File: src/rtl/fetch_queue_if.sv
// Fetch unit bus: instruction memory read port, decode-side queue head and control.
// master = fetch unit, slave = memory/decode side.
interface fetch_queue_if #(
  parameter int ADDR_W = 8,
  parameter int DATA_W = 8
);
  logic              en;
  logic              flush;
  logic [ADDR_W-1:0] flush_pc;
  logic [ADDR_W-1:0] mem_addr;
  logic              mem_req;
  logic              mem_ready;
  logic [DATA_W-1:0] mem_data;
  logic [DATA_W-1:0] inst_out;
  logic [ADDR_W-1:0] inst_pc;
  logic              inst_valid;
  logic              inst_ack;

  modport master (
    input  en, flush, flush_pc, mem_ready, mem_data, inst_ack,
    output mem_addr, mem_req, inst_out, inst_pc, inst_valid
  );

  modport slave (
    output en, flush, flush_pc, mem_ready, mem_data, inst_ack,
    input  mem_addr, mem_req, inst_out, inst_pc, inst_valid
  );
endinterface

File: src/rtl/fetch_queue.sv
// Prefetching instruction fetch unit: one outstanding memory read, DEPTH-entry tagged FIFO.
// Define FETCH_PIPE_EN to chain back-to-back requests without dropping mem_req.
module fetch_queue #(
  parameter int                ADDR_W   = 8,
  parameter int                DATA_W   = 8,
  parameter int                DEPTH    = 4,
  parameter logic [ADDR_W-1:0] RESET_PC = '0
) (
  input  logic          clk,
  input  logic          rst_n,
  fetch_queue_if.master bus
);
  localparam int CW = $clog2(DEPTH + 1);
  localparam int PW = $clog2(DEPTH);
  localparam logic [CW-1:0] FULL = CW'(DEPTH);

  typedef enum logic [1:0] {IDLE, REQ, DRAIN} state_t;

  state_t                        state;
  logic [ADDR_W-1:0]             fetch_pc;
  logic [ADDR_W-1:0]             mem_addr_q;
  logic                          mem_req_q;
  logic [CW-1:0]                 count;
  logic [PW-1:0]                 wr_ptr, rd_ptr;
  logic [DEPTH-1:0][DATA_W-1:0]  q_data;
  logic [DEPTH-1:0][ADDR_W-1:0]  q_pc;

  logic push, pop, chain;

  assign pop  = (count != '0) && bus.inst_ack && !bus.flush;
  assign push = mem_req_q && bus.mem_ready && (state == REQ) && !bus.flush;

`ifdef FETCH_PIPE_EN
  // Occupancy after this edge's push/pop decides whether another read fits.
  logic [CW:0] occ_nxt;
  assign occ_nxt = {1'b0, count} + (CW+1)'(1) - (CW+1)'(pop);
  assign chain   = bus.en && (occ_nxt < (CW+1)'(DEPTH));
`else
  assign chain   = 1'b0;
`endif

  assign bus.mem_addr   = mem_addr_q;
  assign bus.mem_req    = mem_req_q;
  assign bus.inst_out   = q_data[rd_ptr];
  assign bus.inst_pc    = q_pc[rd_ptr];
  assign bus.inst_valid = (count != '0);

  always_ff @(posedge clk or negedge rst_n) begin
    if (!rst_n) begin
      state      <= IDLE;
      fetch_pc   <= RESET_PC;
      mem_addr_q <= '0;
      mem_req_q  <= 1'b0;
      count      <= '0;
      wr_ptr     <= '0;
      rd_ptr     <= '0;
      q_data     <= '0;
      q_pc       <= '0;
    end else if (bus.flush) begin
      count    <= '0;
      wr_ptr   <= '0;
      rd_ptr   <= '0;
      fetch_pc <= bus.flush_pc;
      // An in-flight read must still finish on the bus; its data is never queued.
      case (state)
        REQ, DRAIN: begin
          if (bus.mem_ready) begin
            mem_req_q <= 1'b0;
            state     <= IDLE;
          end else begin
            state     <= DRAIN;
          end
        end
        default: state <= IDLE;
      endcase
    end else begin
      if (push) begin
        q_data[wr_ptr] <= bus.mem_data;
        q_pc[wr_ptr]   <= mem_addr_q;
        wr_ptr         <= wr_ptr + PW'(1);
      end
      if (pop) rd_ptr <= rd_ptr + PW'(1);
      if (push && !pop)      count <= count + CW'(1);
      else if (!push && pop) count <= count - CW'(1);

      case (state)
        IDLE: begin
          if (bus.en && (count < FULL)) begin
            mem_addr_q <= fetch_pc;
            mem_req_q  <= 1'b1;
            state      <= REQ;
          end
        end
        REQ: begin
          if (bus.mem_ready) begin
            fetch_pc <= fetch_pc + ADDR_W'(1);
            if (chain) begin
              mem_addr_q <= fetch_pc + ADDR_W'(1);
            end else begin
              mem_req_q <= 1'b0;
              state     <= IDLE;
            end
          end
        end
        DRAIN: begin
          if (bus.mem_ready) begin
            mem_req_q <= 1'b0;
            state     <= IDLE;
          end
        end
        default: state <= IDLE;
      endcase
    end
  end
endmodule
File: src/flat_wrapper.sv
// flat-port wrapper written by rule: the top's interface ports become plain ports
module fetch_queue_flat 
#(
  parameter int                ADDR_W   = 8,
  parameter int                DATA_W   = 8,
  parameter int                DEPTH    = 4,
  parameter logic [ADDR_W-1:0] RESET_PC = '0
)
  (clk, rst_n, bus_en, bus_flush, bus_flush_pc, bus_mem_ready, bus_mem_data, bus_inst_ack, bus_mem_addr, bus_mem_req, bus_inst_out, bus_inst_pc, bus_inst_valid);
  fetch_queue_if #(.ADDR_W(ADDR_W), .DATA_W(DATA_W)) bus_i ();
  input  logic clk;
  input  logic rst_n;
  input wire logic [$bits(bus_i.en)-1:0] bus_en;
  input wire logic [$bits(bus_i.flush)-1:0] bus_flush;
  input wire logic [$bits(bus_i.flush_pc)-1:0] bus_flush_pc;
  input wire logic [$bits(bus_i.mem_ready)-1:0] bus_mem_ready;
  input wire logic [$bits(bus_i.mem_data)-1:0] bus_mem_data;
  input wire logic [$bits(bus_i.inst_ack)-1:0] bus_inst_ack;
  output wire logic [$bits(bus_i.mem_addr)-1:0] bus_mem_addr;
  output wire logic [$bits(bus_i.mem_req)-1:0] bus_mem_req;
  output wire logic [$bits(bus_i.inst_out)-1:0] bus_inst_out;
  output wire logic [$bits(bus_i.inst_pc)-1:0] bus_inst_pc;
  output wire logic [$bits(bus_i.inst_valid)-1:0] bus_inst_valid;
  assign bus_i.en = bus_en;
  assign bus_i.flush = bus_flush;
  assign bus_i.flush_pc = bus_flush_pc;
  assign bus_i.mem_ready = bus_mem_ready;
  assign bus_i.mem_data = bus_mem_data;
  assign bus_i.inst_ack = bus_inst_ack;
  assign bus_mem_addr = bus_i.mem_addr;
  assign bus_mem_req = bus_i.mem_req;
  assign bus_inst_out = bus_i.inst_out;
  assign bus_inst_pc = bus_i.inst_pc;
  assign bus_inst_valid = bus_i.inst_valid;
  fetch_queue #(.ADDR_W(ADDR_W), .DATA_W(DATA_W), .DEPTH(DEPTH), .RESET_PC(RESET_PC)) u_core (.clk(clk), .rst_n(rst_n), .bus(bus_i));
endmodule
File: config.mk
export PLATFORM = sky130hd
export DESIGN_NAME = fetch_queue_flat
export DESIGN_NICKNAME = d
export VERILOG_FILES = /design/src/rtl/fetch_queue_if.sv /design/src/rtl/fetch_queue.sv /design/src/flat_wrapper.sv
export SDC_FILE = /design/constraint.sdc
export NUM_CORES = 1
export LEC_CHECK = 0
export ABC_AREA = 1
export ABC_CLOCK_PERIOD_IN_PS = 1600
export BUFFER_PORTS_ARGS = -buffer_cell sky130_fd_sc_hd__buf_2
export CAP_MARGIN = 30
export CORE_MARGIN = 5
export CORE_UTILIZATION = 35
export CTS_BUF_LIST = sky130_fd_sc_hd__clkbuf_4
export DETAILED_ROUTE_END_ITERATION = 8
export MAX_ROUTING_LAYER = met4
export PLACE_DENSITY = 0.63
export RECOVER_POWER = 50
export SYNTH_ARGS = -nofsm -noshare
export SYNTH_HDL_FRONTEND = slang
export SYNTH_SLANG_ARGS = --single-unit
File: constraint.sdc
create_clock -name clk -period 1.6 [get_ports clk]
set_input_delay 0.32 -clock clk [delete_from_list [all_inputs] [get_ports clk]]
set_output_delay 0.32 -clock clk [all_outputs]
set_load 0.02 [all_outputs]
Word-level counts from Yosys, hierarchy flattened
Cells that the tools add are included.
{ "word_totals": {"wordCells": 85, "reg_bits": 90, "input_bits": 22, "out_inout_bits": 26} }
{ "op_classes": {"n_mux": 29, "eq_ne": 5, "addsub": 5, "n_reduce_logical": 26, "magnitude_cmp": 4, "n_bitwise": 1} }
{ "ops": {"columns": ["op", "count"], "rows": [
  ["$bwmux W32", 2],
  ["$mux W8", 6],
  ["$bmux W8 S2", 2],
  ["$mux W2", 9],
  ["$demux W8 S2", 1],
  ["$reduce_bool A2 Y1", 5],
  ["$logic_and A1 B1 Y1", 9],
  ["$mux W3", 3],
  ["$add A8 B1 Y8 const B", 1],
  ["$lt A2 B3 Y1 const B", 2],
  ["$reduce_and A2 Y1", 3],
  ["$reduce_and A3 Y1", 2],
  ["$reduce_bool A3 Y1", 2],
  ["$add A2 B1 Y2 const B", 2],
  ["$mux W1", 4],
  ["$pmux W2 S2", 1],
  ["$add A3 B1 Y3 const B", 1],
  ["$logic_not A1 Y1", 3],
  ["$lt A3 B3 Y1 const B", 1],
  ["$ne A3 B1 Y1 const B", 1],
  ["$ne A3 B2 Y1 const B", 1],
  ["$sub A3 B1 Y3 const B", 1],
  ["$eq A2 B1 Y1 const B", 1],
  ["$eq A2 B2 Y1 const B", 1],
  ["6 further kinds", 6]
]} }

Longest topological paths before layout
Gate-level depths: netlist of the first run.
{ "logic_depth": {"depth_word": 8, "mapped_depth": 11, "depth_no_buf": 11} }

Worst setup path after synthesis of the first run
OpenSTA, ideal clock, no wires.
{ "synth_path": {"path_kind": "register to register", "from": "register u_core.state[1]", "to": "register u_core.count[1]", "path_slack_ns": -0.137, "arrival_time_ns": 1.663, "setup_time_ns": 0.074, "synth_period_minus_slack_ns": 1.737, "path_stages_with_launch": 9, "t_required_ns": 1.526, "n_path_buf": 0, "cell_sequence": "dfrtp_1 inv_1 ha_1 nand3_4 nor2_8 nand2_4 inv_1 fa_1 o21ai_2"} }
{ "synth_via": {"elab_chain_len": 6, "elab_cells_between_ends": 9, "cone_classes": "eq/ne (1); mux (2); reduce/logical (6)"} }
{ "synth_rtl": {"columns": ["element", "line", "source"], "rows": [
  ["start: declaration", "fetch_queue.sv:19", "state_t state;"],
  ["start signal: assignment", "fetch_queue.sv:50", "state <= IDLE;"],
  ["start signal: assignment", "fetch_queue.sv:69", "state <= IDLE;"],
  ["start signal: assignment", "fetch_queue.sv:71", "state <= DRAIN;"],
  ["$eq A2 B1 Y1 (*)", "fetch_queue.sv:31", "assign push = mem_req_q && bus.mem_ready && (state == REQ) && !bus.flush;"],
  ["$logic_and A1 B1 Y1 (*) (2 in series)", "fetch_queue.sv:31", null],
  ["$logic_and A1 B1 Y1 / $logic_not A1 Y1 (equally long branches)", "fetch_queue.sv:83, fetch_queue.sv:84", null],
  ["$mux W3 / $logic_and A1 B1 Y1 (equally long branches)", "fetch_queue.sv:83, fetch_queue.sv:84", null],
  ["$mux W3 / $reduce_bool A3 Y1 (equally long branches)", null, null],
  ["end signal: assignment", "fetch_queue.sv:83", "if (push && !pop) count <= count + CW'(1);"],
  ["end signal: assignment", "fetch_queue.sv:84", "else if (!push && pop) count <= count - CW'(1);"],
  ["end: declaration", "fetch_queue.sv:23", "logic [CW-1:0] count;"]
]} }
Mark *: on every way between the ends. The rest lies on a longest branch, timed or not.
A chain may end at the register's enable or synchronous reset.

Final worst setup path of the first run
{ "layout_path": {"from": "register u_core.rd_ptr[0]", "to": "output port bus_inst_out[2]"} }
{ "layout_via": {"elab_chain_len": 2} }
{ "layout_rtl": {"columns": ["element", "line", "source"], "rows": [
  ["start: declaration", "fetch_queue.sv:24", "logic [PW-1:0] wr_ptr, rd_ptr;"],
  ["start signal: assignment", "fetch_queue.sv:82", "if (pop) rd_ptr <= rd_ptr + PW'(1);"],
  ["$bmux W8 S2", "fetch_queue.sv:44", "assign bus.inst_out = q_data[rd_ptr];"],
  ["$mux W8 (not written as such)", "fetch_queue.sv:44", null],
  ["end: declaration", "flat_wrapper.sv:21", "output wire logic [$bits(bus_i.inst_out)-1:0] bus_inst_out;"]
]} }
Every way passes these cells. The select of a mux whose other input is x is not followed.

==> impl_metrics.csv, run 1 <==
group,metric,value,unit
detailed_routing,vias_per_cell,4.88,
placement,gp_congestion,0.885,
clock_tree,cts_tree,"built",
sta,fin_skew,0.0101,ns
pwr,ir_worst_vdd,0.748,mV
setup_path,endpoint_kind,"output port",
clock_tree,root_buffer,"clkbuf_4",
logic_synthesis,ys_warn_count,0,
final_layout,fin_area,5470,µm²
sta,fin_ws,-0.273,ns
pwr,p_leak,2.62,nW
sta,fin_setup_tns,-12.50,ns
global_route,grt_overflow,0,
final_layout,layout-drive-gt1-share,33.2,%
setup_path,startpoint_type,"register",
logic_synthesis,synthCells,483,
flow_run,drv_cap,0,
setup_path,path_depth,5,
floorplan,fp-row-count,41,
floorplan,start_util,35.3,%
detailed_routing,drt_wl_total,10.3,mm
detailed_routing,drc,0,
final_layout,fin_util,43.9,%
placement,placed_area,4950,µm²
setup_path,reg2reg_depth,8,
setup_path,cpPeakStageDelay,0.46,ns
setup_path,crit_path_end,"bus_inst_out[2]",
setup_path,reg2reg_slack,-0.16,ns
clock_tree,cts_sinks,90,
pwr,power,0.00867,W
setup_path,worstReg2RegEnd,"u_core.q_data[5]",
setup_path,worstPathArrival,1.55,ns
clock_tree,clk-insertion-delay-late,0.44,ns
floorplan,die_x,122,µm
sta,tightest_slew,0.813,ns
placement,dpl_worst_slack,-0.0263,ns
status,outcome,"finished with violations",
setup_path,cp_max_fo,8,
clock_tree,cts_buffers,9,
global_route,antenna_found_initial,0,
sta,hold_violations,0,
sta,fmax,534,MHz
logic_synthesis,ys_seq_area_share,51.2,%
detailed_routing,drtPass1Iterations,5,
floorplan,core-area,12500,µm²
final_layout,regArea,2250,µm²
final_layout,area_growth,24.2,%
pwr,pwr_density_cell,1590,nW/µm²
floorplan,die_area,14900,µm²
logic_synthesis,synth.distinct_cells,31,
clock_tree,cts_buffer_depth,2,
floorplan,ios,48,
logic_synthesis,syn-num-nets,513,
clock_tree,path_clk_slew,0.13,ns
detailed_routing,vias,3519,
sta,fin_crit,1.87,ns
setup_path,cp_num_buf_inv,3,
final_layout,fill_cells,1226,
logic_synthesis,syn_area_per_cell,9.12,µm²
setup_path,critPathTopFamily,"flip-flops",
sta,slew_headroom,45.8,%
min_path,hold_class,"in -> reg",
placement,io_buffers,47,
detailed_routing,ant_nets,0,
global_route,grt_pass1_vias,3360,
final_layout,nets,574,
setup_path,cp_cell_sequence,"clkinv_4 > clkbuf_16 > nor2_1 > o22ai_1 > buf_4",
final_layout,diodes,0,
placement,dp_hpwl,6.65,mm
floorplan,die_y,122,µm
sta,finalMaxSlewViolations,0,
global_route,grt_usage,14.4,%
status,violations,"negative setup slack",
logic_synthesis,mappedNetlistArea,4400,µm²
sta,finalCritPeriodShare,117,%
clock_tree,h-tree-depth,3,
global_route,grt_start_max_net_pins,91,
sta,rsz0062_at_grt,"true",
setup_path,cp.required,1.28,ns
setup_path,cp_slowest_cell,"dfrtp_2",
setup_path,r2r-start,"u_core.state[1]",
logic_synthesis,ys_ff_latch,90,
detailed_routing,drt-wirelength-per-cell,14.3,µm
detailed_routing,drtIter0Drc,219,
sta,setup_viol,80,
final_layout,multi_input_area,2010,µm²
setup_path,crit_type,"reg -> out",
setup_path,cp-startpoint,"u_core.rd_ptr[0]",
global_route,grt_pass1_wl,16.4,mm
layout make-up:
type	count	share of cell area (%)
Clock buffer	12	1.65
Clock inverter	4	0.778
Inverter	44	3.11
Multi-Input combinational cell	325	36.8
Sequential cell	90	41.2
Tap cell	172	3.94
Timing Repair Buffer	74	12.6
metrics by stage:
stage	hold slack (ns)	instances
4_1_cts	0.0522	714
2_1_floorplan	0.0244	483
5_1_grt	0.0838	721
6_report	0.0956	721
3_5_place_dp	0.405	695
3_3_place_gp	0.402	695
state kept, by name, summed over array words and instances (netlist names):
register / count
u_core.count: 3
u_core.q_pc: 32
u_core.fetch_pc: 8
u_core.state: 2
u_core.bus.mem_addr: 8
u_core.bus.mem_req: 1
u_core.wr_ptr: 2
u_core.q_data: 32
u_core.rd_ptr: 2
kinds of logic after synthesis:
kind of cell / Yosys count / share of synthesized area (%)
simple gates: 173 / 17.2
compound gates: 140 / 20.3
flops: 90 / 51.2
buf+inv: 68 / 8.13
fa+ha+maj: 8 / 2.44
xor+xnor: 4 / 0.796
synthesized netlist by cell type:
| cell type | instances | area share [%] |
|---|---|---|
| nand4_1 | 1 | 0.14 |
| nor3_1 | 1 | 0.11 |
| buf_1 | 1 | 0.085 |
| nand3_4 | 1 | 0.40 |
| nand2_4 | 6 | 1.5 |
| inv_2 | 3 | 0.26 |
| o211ai_1 | 2 | 0.34 |
| nand3_1 | 13 | 1.5 |
| o21ai_2 | 38 | 7.6 |
| nand3_2 | 2 | 0.45 |
| o221ai_1 | 1 | 0.20 |
| xor2_1 | 3 | 0.60 |
| ha_1 | 7 | 2.0 |
| buf_4 | 1 | 0.17 |
| buf_6 | 13 | 3.3 |
| fa_1 | 1 | 0.45 |
| a31oi_1 | 1 | 0.14 |
| a21oi_4 | 1 | 0.37 |
| nor2_1 | 47 | 4.0 |
| a21oi_1 | 5 | 0.57 |
| clkbuf_1 | 8 | 0.68 |
| nor2_8 | 1 | 0.45 |
| o21a_1 | 2 | 0.34 |
| dfrtp_1 | 90 | 51 |
| buf_2 | 1 | 0.11 |
| o22ai_1 | 19 | 2.7 |
| inv_1 | 41 | 3.5 |
| o21ai_1 | 35 | 4.0 |
| nand2_1 | 101 | 8.6 |
| xnor2_1 | 1 | 0.20 |
| o21ai_0 | 36 | 4.1 |
worst reg2reg max path, delay by kind of cell (launching register included):
kind	cells	cell delay, ns
AND/OR/NAND/NOR	4	0.62
buffers and inverters	2	0.44
flip-flops	1	0.39
adder cells (fa/ha/maj)	1	0.15
AO/OA/AOI/OAI	1	0.06
routing by layer:
layer | GRT usage, % | up-vias | wire length [µm]
li1 | - | 1716 | -
met1 | 17.8 | 1708 | 4580
met2 | 22.7 | 83 | 5090
met3 | 4.18 | 12 | 522
met4 | 4.55 | 0 | 112
met5 | - | - | 0
where the power goes:
group / switching (W) / internal (W) / leakage [nW] / total [W]
Combinational: 0.00246 / 0.00188 / 1.34 / 0.00434
Sequential: 0.000351 / 0.00274 / 1.20 / 0.00309
Clock: 0.000724 / 0.000519 / 0.0764 / 0.00124
Total: 0.00353 / 0.00514 / 2.62 / 0.00867
worst min path at each step:
stage / startpoint / endpoint / slack (ns) / cells after the start
5_1_grt: bus_flush_pc[5] / u_core.fetch_pc[5] / 0.08 / 3
3_5_place_dp: rst_n / u_core.fetch_pc[0] / 0.40 / 2
3_3_place_gp: rst_n / u_core.fetch_pc[0] / 0.40 / 2
4_1_cts: bus_flush_pc[2] / u_core.fetch_pc[2] / 0.05 / 3
6_report: bus_flush_pc[2] / u_core.fetch_pc[2] / 0.1 / 3
2_1_floorplan: rst_n / u_core.bus.mem_addr[0] / 0.02 / 0
cell usage in the layout, fill, tap and decap left out, drive strengths merged, types with 2 or more instances in the layout:
cell type  instances
clkbuf            17
inv               43
buf               68
o21a               2
o211ai             2
nor2              48
ha                 7
nand2            107
nand3             16
dfrtp             90
o21ai            109
a21oi              6
clkinv             4
o22ai             19
xor2               3
timing repair:
action | 4_1_cts | 5_1_grt
gates resized for setup | 45 | 65
setup endpoints to repair | 45 | 36
hold buffers | 1 | 0
pin swaps | 3 | 6
buffers inserted | 2 | 4
endpoints found under the hold margin | 90 | 0
cloned | 0 | 3
Note: power is estimated with default switching activity, not from simulation.
==> run 2, diff against run 1 <==
- CELL_PAD_IN_SITES_DETAIL_PLACEMENT: not set -> 1
- CELL_PAD_IN_SITES_GLOBAL_PLACEMENT: not set -> 1
- PLACE_DENSITY: 0.63 -> 0.76
==> run 2 against run 1 <==
The run still ends with negative setup slack left. Die area is the same. First-iteration DRC count shrank 23%. Hold slack lost 0.0066 ns. Largest cell class unchanged. Flip-flop and latch count is the same. Sequential power is essentially flat. Critical path type unchanged. Design area shrank 1.3%. Cell count grew 0.97%.
==> impl_metrics.csv, run 2 (same netlist as run 1, synthesis figures left out) <==
group,metric,value,unit
global_route,grt_overflow,0,
floorplan,die_y,122,µm
final_layout,reg.largest.list,"u_core.q_data: 32 flops, u_core.q_pc: 32 flops",
clock_tree,clk-insertion-delay-late,0.45,ns
clock_tree,path_clk_slew,0.14,ns
sta,slew_headroom,58.9,%
detailed_routing,drtIter0Drc,169,
setup_path,cp_max_fo,19,
final_layout,layout-drive-gt1-share,32.0,%
final_layout,final_common_cell,"nand2_1",
sta,hold_violations,0,
final_layout,final_cell_mix,"100 x nand2_1, 89 x dfrtp_1, 52 x o21ai_1, 44 x o21ai_2, 41 x nor2_1",
floorplan,die_area,14900,µm²
pwr,power.internal,0.00505,W
detailed_routing,vias_per_cell,4.92,
placement,dpl_worst_slack,-0.0238,ns
detailed_routing,drc,0,
floorplan,die_x,122,µm
sta,fin_setup_tns,-17.33,ns
sta,tightest_slew,0.616,ns
pwr,clkPwrFrac,14.5,%
placement,placed_area,5040,µm²
detailed_routing,vias,3583,
pwr,netSwitchingPower,0.00360,W
clock_tree,cts_tree,"built",
global_route,antenna_found_initial,0,
floorplan,fp-row-count,41,
setup_path,endpoint_kind,"output port",
detailed_routing,drtPass1Iterations,4,
sta,fin_ws,-0.330,ns
clock_tree,cts_buffers,9,
floorplan,core-area,12500,µm²
setup_path,crit_type,"reg -> out",
setup_path,startpoint_type,"register",
status,violations,"negative setup slack",
setup_path,worstPathArrival,1.61,ns
sta,rsz0062_at_grt,"true",
detailed_routing,ant_nets,0,
setup_path,cp.required,1.28,ns
clock_tree,cts_sinks,90,
status,outcome,"finished with violations",
clock_tree,h-tree-depth,3,
sta,fin_crit,1.93,ns
final_layout,diodes,0,
global_route,grt_pass1_wl,19.6,mm
min_path,hold_class,"in -> reg",
final_layout,nets,581,
final_layout,area_growth,22.6,%
sta,finalMaxSlewViolations,0,
sta,fin_skew,0.0128,ns
final_layout,fin_area,5400,µm²
pwr,ir_worst_vdd,0.690,mV
detailed_routing,drt_wl_total,11.6,mm
sta,finalCritPeriodShare,121,%
clock_tree,root_buffer,"clkbuf_4",
pwr,pwr-share-comb,49.5,%
global_route,grt_usage,17.1,%
flow_run,drv_cap,0,
placement,gp_congestion,0.797,
placement,io_buffers,47,
pwr,power,0.00864,W
placement,dp_hpwl,7.95,mm
clock_tree,cts_buffer_depth,2,
global_route,grt_start_max_net_pins,37,
sta,fmax,518,MHz
pwr,p_leak,2.61,nW
floorplan,start_util,35.3,%
pwr,p_sw_share,41.6,%
sta,setup_viol,83,
global_route,grt_pass1_vias,3891,
detailed_routing,drt-wirelength-per-cell,16.0,µm
pwr,seq_power_share,36.0,%
pwr,pwr_density_cell,1600,nW/µm²
floorplan,ios,48,
[run 2: per-layer routing]
| metal | GRT usage [%] | part of all wire, % | vias up |
|---|---|---|---|
| li1 | - | - | 1735 |
| met1 | 21.0 | 45 | 1768 |
| met2 | 28.6 | 51 | 67 |
| met3 | 3.81 | 3.4 | 13 |
| met4 | 4.20 | 1.2 | 0 |
| met5 | - | 0 | - |
[run 2: power groups by stage]
| stage | clock network (W) | logic (W) | registers (W) |
|---|---|---|---|
| after floorplan | 0 | 0.00227 | 0.00317 |
| after global placement | 0 | 0.00346 | 0.00310 |
| after detailed placement | 0 | 0.00360 | 0.00313 |
| after CTS | 0.00131 | 0.00424 | 0.00310 |
| after global routing | 0.00141 | 0.00468 | 0.00318 |
| final | 0.00125 | 0.00428 | 0.00311 |
[run 2: per-stage QoR]
step           hold slack, ns  instances  utilization (%)
2_1_floorplan          0.0244        483                -
3_3_place_gp            0.246        699             40.4
3_5_place_dp            0.250        699             40.4
4_1_cts                0.0423        723             43.3
5_1_grt                0.0742        728             43.3
6_report               0.0890        728             43.3
[run 2: cell type report]
type | instances | area, µm²
clock buffers | 10 | 75.1
multi-input cells | 325 | 1920
well taps | 172 | 215
clock inverters | 6 | 57.6
inverters | 44 | 170
flip-flops and latches | 90 | 2250
repair buffers | 81 | 703
fillers | 1458 | 7070
[run 2: worst max-delay path: stages (launching register included)]
cell     delay [ns]
dfrtp_2        0.47
buf_8          0.17
o21ai_0        0.21
o22ai_1        0.13
buf_4          0.17
[run 2: final timing paths]
| path | slack [ns] | cells after the start | endpoint | start |
|---|---|---|---|---|
| setup / recovery | -0.33 | 4 | bus_inst_out[7] | u_core.rd_ptr[0] |
| hold / removal | 0.09 | 3 | u_core.fetch_pc[2] | bus_flush_pc[2] |
| setup reg to reg | -0.23 | 9 | u_core.q_data[10] | u_core.state[1] |
| hold reg to reg | 0.50 | 2 | u_core.q_data[9] | u_core.q_data[9] |
| max in group asynchronous | 0.20 | 3 | u_core.fetch_pc[5] | rst_n |
| min in group asynchronous | 0.38 | 2 | u_core.q_data[3] | rst_n |
[run 2: what timing repair did]
action | 4_1_cts | 5_1_grt
endpoints found under the setup margin | 22 | 19
hold buffers | 1 | 0
setup buffers | 5 | 5
pin swaps | 6 | 9
endpoints found under the hold margin | 19 | 0
resized for setup | 57 | 19
gates cloned | 2 | 0
